**src/rtl/mem_arb_pkg.sv**
```systemverilog
// Shared types and constants for the unified instruction/data memory arbiter.
// Imported by the round-robin picker and the arbiter top level.
package mem_arb_pkg;

    typedef enum logic [1:0] {
        ST_IDLE   = 2'd0,
        ST_ACCESS = 2'd1,
        ST_WAIT   = 2'd2,
        ST_RESP   = 2'd3
    } arb_state_t;

    typedef enum logic {
        PORT_CPU = 1'b0,
        PORT_LDR = 1'b1
    } port_t;

    localparam int MEM_LAT_MIN = 1;
    localparam int MEM_LAT_MAX = 3;
    localparam int LAT_CNT_W   = 2;

    // Out-of-range latencies are pulled into the supported window.
    function automatic int clamp_lat(input int lat);
        if (lat < MEM_LAT_MIN) return MEM_LAT_MIN;
        if (lat > MEM_LAT_MAX) return MEM_LAT_MAX;
        return lat;
    endfunction

endpackage

```
**src/rtl/arb_rr2.sv**
```systemverilog
// Two-requester round-robin picker with a loader lock override.
// Purely combinational; grant is one-hot, indexed by port_t, zero when idle.
module arb_rr2
    import mem_arb_pkg::*;
(
    input  logic [1:0] req,
    input  port_t      last,
    input  logic       lock,
    output logic [1:0] grant
);

    always_comb begin
        // NOTE: default first so every path assigns grant and no latch is inferred.
        grant = 2'b00;
        if (lock && req[PORT_LDR]) begin
            grant[PORT_LDR] = 1'b1;
        end else if (req == 2'b11) begin
            grant[(last == PORT_CPU) ? PORT_LDR : PORT_CPU] = 1'b1;
        end else begin
            grant = req;
        end
    end

endmodule

```
**src/rtl/mem_arbiter.sv**
```systemverilog
// Arbiter and sequencer sharing one memory between the CPU control path and
// the loader/debug port: IDLE -> ACCESS -> (WAIT) -> RESP -> IDLE per transaction.
module mem_arbiter
    import mem_arb_pkg::*;
#(
    parameter int ADDR_W  = 32,
    parameter int DATA_W  = 32,
    parameter int MEM_LAT = 1
) (
    input  logic              clk,
    input  logic              reset,
    input  logic              cpu_req,
    input  logic              cpu_we,
    input  logic [ADDR_W-1:0] cpu_addr,
    input  logic [DATA_W-1:0] cpu_wdata,
    output logic              cpu_ack,
    output logic [DATA_W-1:0] cpu_rdata,
    input  logic              ldr_req,
    input  logic              ldr_we,
    input  logic [ADDR_W-1:0] ldr_addr,
    input  logic [DATA_W-1:0] ldr_wdata,
    input  logic              ldr_lock,
    output logic              ldr_ack,
    output logic [DATA_W-1:0] ldr_rdata,
    output logic [ADDR_W-1:0] mem_addr,
    output logic              mem_we,
    output logic [DATA_W-1:0] mem_wdata,
    input  logic [DATA_W-1:0] mem_rdata,
    output logic              cpu_stall,
    output logic              busy
);

    localparam int                   LAT      = clamp_lat(MEM_LAT);
    localparam logic [LAT_CNT_W-1:0] LAT_LOAD = LAT_CNT_W'(LAT - 1);

    arb_state_t           state;
    arb_state_t           next_state;
    port_t                owner;
    port_t                last;
    logic                 we_q;
    logic [ADDR_W-1:0]    addr_q;
    logic [DATA_W-1:0]    wdata_q;
    logic [LAT_CNT_W-1:0] cnt;
    logic [1:0]           grant;
    logic                 capture;

    arb_rr2 u_pick (
        .req   ({ldr_req, cpu_req}),
        .last  (last),
        .lock  (ldr_lock),
        .grant (grant)
    );

    // NOTE: synchronous active-high reset, so it is tested inside the clocked block only.
    always_ff @(posedge clk) begin
        if (reset) begin
            state <= ST_IDLE;
        end else begin
            // NOTE: non-blocking so every register samples pre-edge values.
            state <= next_state;
        end
    end

    always_comb begin
        next_state = state;
        unique case (state)
            ST_IDLE:   if (|grant) next_state = ST_ACCESS;
            ST_ACCESS: next_state = (we_q || LAT_LOAD == '0) ? ST_RESP : ST_WAIT;
            ST_WAIT:   if (cnt == LAT_CNT_W'(1)) next_state = ST_RESP;
            ST_RESP:   next_state = ST_IDLE;
            default:   next_state = ST_IDLE;
        endcase
    end

    // Read data is sampled on the edge that enters RESP, i.e. MEM_LAT edges
    // after the address first appeared, so rdata is already valid alongside ack.
    assign capture = (next_state == ST_RESP) && (state != ST_RESP) && !we_q;

    always_ff @(posedge clk) begin
        if (reset) begin
            owner     <= PORT_CPU;
            last      <= PORT_LDR;
            we_q      <= 1'b0;
            addr_q    <= '0;
            wdata_q   <= '0;
            cnt       <= '0;
            cpu_rdata <= '0;
            ldr_rdata <= '0;
        end else begin
            if (state == ST_IDLE && |grant) begin
                owner   <= grant[PORT_LDR] ? PORT_LDR : PORT_CPU;
                we_q    <= grant[PORT_LDR] ? ldr_we    : cpu_we;
                addr_q  <= grant[PORT_LDR] ? ldr_addr  : cpu_addr;
                wdata_q <= grant[PORT_LDR] ? ldr_wdata : cpu_wdata;
            end
            if (state == ST_ACCESS) begin
                cnt <= LAT_LOAD;
            end else if (state == ST_WAIT) begin
                cnt <= cnt - 1'b1;
            end
            if (capture) begin
                if (owner == PORT_LDR) ldr_rdata <= mem_rdata;
                else                   cpu_rdata <= mem_rdata;
            end
            if (state == ST_RESP) begin
                last <= owner;
            end
        end
    end

    // The address/data latches only move on a grant, so the bus holds in IDLE.
    assign mem_addr  = addr_q;
    assign mem_wdata = wdata_q;

    always_comb begin
        mem_we    = (state == ST_ACCESS) && we_q;
        cpu_ack   = (state == ST_RESP) && (owner == PORT_CPU);
        ldr_ack   = (state == ST_RESP) && (owner == PORT_LDR);
        busy      = (state != ST_IDLE);
        cpu_stall = ((owner == PORT_LDR) && (state != ST_IDLE)) || ldr_lock;
    end

endmodule

```
**config.mk**
```make
export PLATFORM = sky130hd
export DESIGN_NAME = mem_arbiter
export DESIGN_NICKNAME = d
export VERILOG_FILES = /design/src/rtl/mem_arb_pkg.sv /design/src/rtl/arb_rr2.sv /design/src/rtl/mem_arbiter.sv
export SDC_FILE = /design/constraint.sdc
export NUM_CORES = 1
export LEC_CHECK = 0
export CAP_MARGIN = 5
export CORE_AREA = 2 2 118 120
export CTS_BUF_LIST = sky130_fd_sc_hd__clkbuf_8
export DETAILED_ROUTE_END_ITERATION = 10
export DIE_AREA = 0 0 120 122
export DONT_BUFFER_PORTS = 1
export GPL_TIMING_DRIVEN = 0
export HOLD_SLACK_MARGIN = 0.03
export PLACE_DENSITY = 0.57
export SETUP_SLACK_MARGIN = 0.1
export SLEW_MARGIN = 40
export SYNTH_ARGS = -nofsm -noshare
export SYNTH_HDL_FRONTEND = slang
export SYNTH_SLANG_ARGS = --single-unit
```
**constraint.sdc**
```tcl
create_clock -name clk -period 2.35 [get_ports clk]
set_input_delay 0.3525 -clock clk [delete_from_list [all_inputs] [get_ports clk]]
set_output_delay 0.3525 -clock clk [all_outputs]
set_load 0.03 [all_outputs]
```
## Word level (Yosys, flattened, before mapping)

Cells that the tools add are included.
Widths: inputs -> output; s select.

- Bits in registers: 135
- Output and inout bits: 133

- $add $sub $neg: 1
- Order comparisons: 2
- Eq/ne operators: 7
- Multiplexer cells: 13
- Bitwise gates (word level): 1
- Reduce and logical (&&, ||, !) cells: 17

Operators by type and width:

| kind | count |
|---|---|
| $mux 32 | 2 |
| $logic_and 1x1->1 | 9 |
| $eq 2x2->1 const B | 4 |
| $pmux 2 s4 | 1 |
| $mux 1 | 6 |
| $mux 2 | 3 |
| $eq 2x1->1 const B | 2 |
| $reduce_and 2->1 | 2 |
| $reduce_or 2->1 | 2 |
| $logic_not 2->1 | 1 |
| $lt 1x2->1 const B | 1 |
| $ne 2x2->1 const B | 1 |
| $reduce_bool 2->1 | 1 |
| $sub 2x1->2 const B | 1 |
| $demux 1 s1 | 1 |
| $ge 1x1->1 const B | 1 |
| $logic_not 1->1 | 1 |
| $logic_or 1x1->1 | 1 |
| $not 1->1 | 1 |

## Depth between registers and ports, before layout

- Depth after elaboration: 14
- Depth in mapped cells: 8
- Depth with buffers taken out: 5

## By module

A second synthesis with hierarchy kept.

- Cells, all modules: 575
- Area total of the unflattened synthesis: 5869.4 sq um

By module, submodules not included:

| module | instances | cells an instance | area each (sq um) | seq. area each (sq um) |
|---|---|---|---|---|
| mem_arbiter | 1 | 571 | 5839.4 | 2702.6 |
| arb_rr2 | 1 | 4 | 30.0 | 0.0 |

## Worst setup path before layout

Ideal clock, no wire load.

- Kind: register to register
- Start: register state[0]
- End: register ldr_rdata[22]
- Setup time: 72 ps
- Arrival time: 1851 ps
- Slack: 427 ps
- Stages on the path, launching flop included: 9
- Period minus slack after synthesis: 1923 ps
- Cell sequence: dfxtp_1 -> inv_1 -> ha_1 -> buf_2 -> or4b_4 -> o311ai_1 -> buf_6 -> buf_6 -> mux2i_1

- Longest elaborated chain between the ends: 6

RTL lines:

| item | RTL line | RTL |
|---|---|---|
| from (decl) | mem_arbiter.sv:36 | `arb_state_t state;` |
| from (signal assigned) | mem_arbiter.sv:60 | `state <= next_state;` |
| $eq 2x2->1 (tied with other cells) | mem_arbiter.sv:66 | `unique case (state)` |
| $pmux 2 s4 | mem_arbiter.sv:66 |  |
| $eq 2x2->1 | mem_arbiter.sv:77 | `assign capture = (next_state == ST_RESP) && (state != ST_RESP) && !we_q;` |
| $logic_and 1x1->1 (*) (2 in a row) | mem_arbiter.sv:77 |  |
| $reduce_and 2->1 (no line) (*) | n/a |  |
| to (signal assigned) | mem_arbiter.sv:102 | `if (owner == PORT_LDR) ldr_rdata <= mem_rdata;` |
| to (decl) | mem_arbiter.sv:24 | `output logic [DATA_W-1:0] ldr_rdata,` |

Every way passes the cells marked *; elsewhere a longest branch is shown, timed or not.
A chain may end at the register's enable or synchronous reset.

## Final worst setup path

- Start: register state[0]
- End: output cpu_stall

- Longest elaborated chain between the ends: 3

RTL lines:

| item | RTL line | RTL |
|---|---|---|
| $reduce_bool 2->1 | n/a |  |
| via busy | mem_arbiter.sv:30 | `output logic busy` |
| $logic_and 1x1->1 | mem_arbiter.sv:120 | `cpu_stall = ((owner == PORT_LDR) && (state != ST_IDLE)) \|\| ldr_lock;` |
| $logic_or 1x1->1 | mem_arbiter.sv:120 |  |
| to (decl) | mem_arbiter.sv:29 | `output logic cpu_stall,` |

The timed path passes the listed nets, and every way through them passes these cells.

==> flow_metrics.tcl <==
set metrics [dict create \
    power_density_mw_per_mm2 1443 \
    fp.dieW_um 120 \
    port_buffers 0 \
    syn_area_per_cell_um2 9.085 \
    insertion_delay_ns 0.44 \
    grt_setup_unrepaired "false" \
    drt-vias-per-instance 5.893 \
    yosysTopAreaCell "dfxtp_1" \
    power_frac_seq_pct 51.3 \
    die_h_um 122 \
    hp-start "ldr_addr[5]" \
    fin_setup_tns_ns 0 \
    timing.final.crit_share_pct 90.52 \
    crit_type "register to primary output" \
    place.gp.congestion 0.8368 \
    maxSlewViolCount 0 \
    netlist.area_leader.share_pct 44.93 \
    drt-wirelength-per-cell_um 20.84 \
    ys_async_sr_fraction_pct 0 \
    clk_pin_slew_ns 0.08 \
    drtAntennaViolNets 0 \
    required_ns 2.00 \
    fmax_mhz 470.1 \
    max-cap-violations 0 \
    vias 5168 \
    postSynthCellCount 662 \
    p_int_mw 5.313 \
    grt_pass1_vias 5144 \
    hp-class "input port to register" \
    numCtsBuffers 17 \
    start_util_pct 44.54 \
    crit_fanout 10 \
    synth_common_cells "dfxtp_1, nand2b_1, nor2_1" \
    grt_usage_pct 24.02 \
    worst_slack_ns 0.2227 \
    synthFlopType "dfxtp_1" \
    drive_gt1_share_pct 8.034 \
    pin_count 300 \
    fp.dieArea_mm2 0.01464 \
    hold_viol 0 \
    p_sw_mw 4.403 \
    drt-total-wl_um 18280 \
    drtIter0Drc 277 \
    ys_ff_latch 135 \
    antenna_found_initial 1 \
    hold_slack_ns 0.07568 \
    p_leak_nw 2.511 \
    cts_hold_buf 0 \
    cts_tree "yes" \
    status "completed" \
    cp-start-kind "register" \
    crit_path_end_kind "primary output" \
    grt-ovfl-total 0 \
    placed_area_mm2 0.006240 \
    fin_area_mm2 0.006734 \
    synth.distinct_cells 32 \
    rows 43 \
    synth_edf_count 0 \
    clock_path_buffers 2 \
    dp_slack_ns 0.01578 \
    htreeDepth 4 \
    yosysMostFrequentCell "dfxtp_1" \
    yosysSeqAreaShare_pct 44.93 \
    min_period_ns 2.127 \
    p_comb_share_pct 27.0 \
    netlist_area_mm2 0.006015 \
    nets 856 \
    grt_pass1_wl_um 27340 \
    drc 0 \
    reg2reg_from "state[0]" \
    clkSinkCount 135 \
    core-area_mm2 0.01350 \
    grt_max_degree 17 \
    root_buffer "clkbuf_8" \
    ys_warn_count 0 \
    finalSetupViolations 0 \
    insertedDiodeCount 0 \
    skew_ns 0.008014 \
    detailed_place_hpwl_um 13820 \
    dr.pass1.iters 4 \
    p_clk_share_pct 21.8 \
    switching_share_pct 45.32 \
    arrival_ns 1.77 \
    peakVddDrop_v 0.0005646 \
    relSlewSlack_pct 57.48 \
    worstMarginPinSlew_ns 0.6354 \
    crit_start "state[0]" \
    yosys-top-cells-area "dfxtp_1, mux2i_1, nand2b_1, a311oi_1, nand3_1" \
    final_util_pct 49.87 \
    areaGrowthSynthToFinish_pct 11.96 \
    synth_nets 834 \
]
-- repair_timing --
item                                   CTS  global route
endpoints found under the hold margin    0             0
gates cloned                             0             0
resized for setup                        3            12
buffers inserted                         0             3
setup endpoints to repair               34            65
-- sequential cells by signal (all words and copies together) (netlist names) --
register / count
cnt: 2
cpu_rdata: 32
last: 1
ldr_rdata: 32
mem_addr: 32
mem_wdata: 32
owner: 1
state: 2
we_q: 1
-- cell usage in the layout, fill, tap and decap left out, types with 2 or more instances in the layout --
cell / instances
o21a_1: 2
o311a_1: 2
buf_4: 3
nor2_1: 67
clkinv_2: 6
nand2b_1: 96
clkbuf_8: 19
a311oi_1: 65
dfxtp_1: 135
nor3_1: 3
clkbuf_2: 3
nand3_1: 65
inv_1: 4
buf_2: 3
mux2i_1: 65
clkinvlp_4: 2
and2_1: 2
bufinv_16: 4
ha_1: 5
clkbuf_1: 56
o21ai_1: 16
buf_6: 7
o21ai_0: 50
-- area by class of cell --
type	instances	area, um2
plain buffers	70	326.6
clock buffers	19	261.5
clock inverters	13	175.2
fillers	1296	6770
inverters	6	26.28
multi-input cells	451	2994
flip-flops and latches	135	2703
well taps	180	225.2
repair buffers	3	22.52
-- power groups by stage --
stage	Combinational, mW	Clock, mW	Sequential, mW
final	2.62	2.12	4.98
after global routing	2.92	2.26	5.05
after global placement	2.47	0	5.02
after floorplan	2.05	0	4.80
after detailed placement	2.57	0	5.03
after CTS	2.59	2.16	4.98
-- through the flow --
step	power, mW	instances
floorplan	6.850	662
global placement	7.489	842
detailed placement	7.605	842
CTS	9.734	874
global route	10.24	877
finish	9.715	877
-- final timing paths --
path / to / slack, ns / cells past startpoint
max reg2reg: ldr_rdata[25] / 0.26 / 8
min: mem_addr[5] / 0.08 / 2
min reg2reg: last / 0.51 / 1
max: cpu_stall / 0.22 / 5
-- routing by layer --
layer	share of wire (%)	global-route usage, %	up-vias
li1	-	-	2418
met5	0.071	0	-
met4	1.8	7.868	2
met1	37	25.71	2457
met3	10	10.77	32
met2	50	42.26	259
-- logic make-up (layout without fill, tap and decap cells) --
kind of cell | after synthesis | count (layout) | synth area share (%)
AO/OA/AOI/OAI | 140 | 140 | 16.37
buffers and inverters | 76 | 111 | 5.617
XOR/XNOR | 1 | 1 | 0.1456
AND/OR/NAND/NOR | 240 | 240 | 21.07
adder cells (fa/ha/maj) | 5 | 5 | 1.040
flip-flops | 135 | 135 | 44.93
multiplexers | 65 | 65 | 10.82
-- worst max-delay path, cell delays in order, from the launching register on --
cell	delay, ns
dfxtp_1	0.35
inv_1	0.10
ha_1	0.14
clkbuf_4	0.20
clkinvlp_4	0.23
a21o_4	0.32
Power figures use the tool's default switching activity.
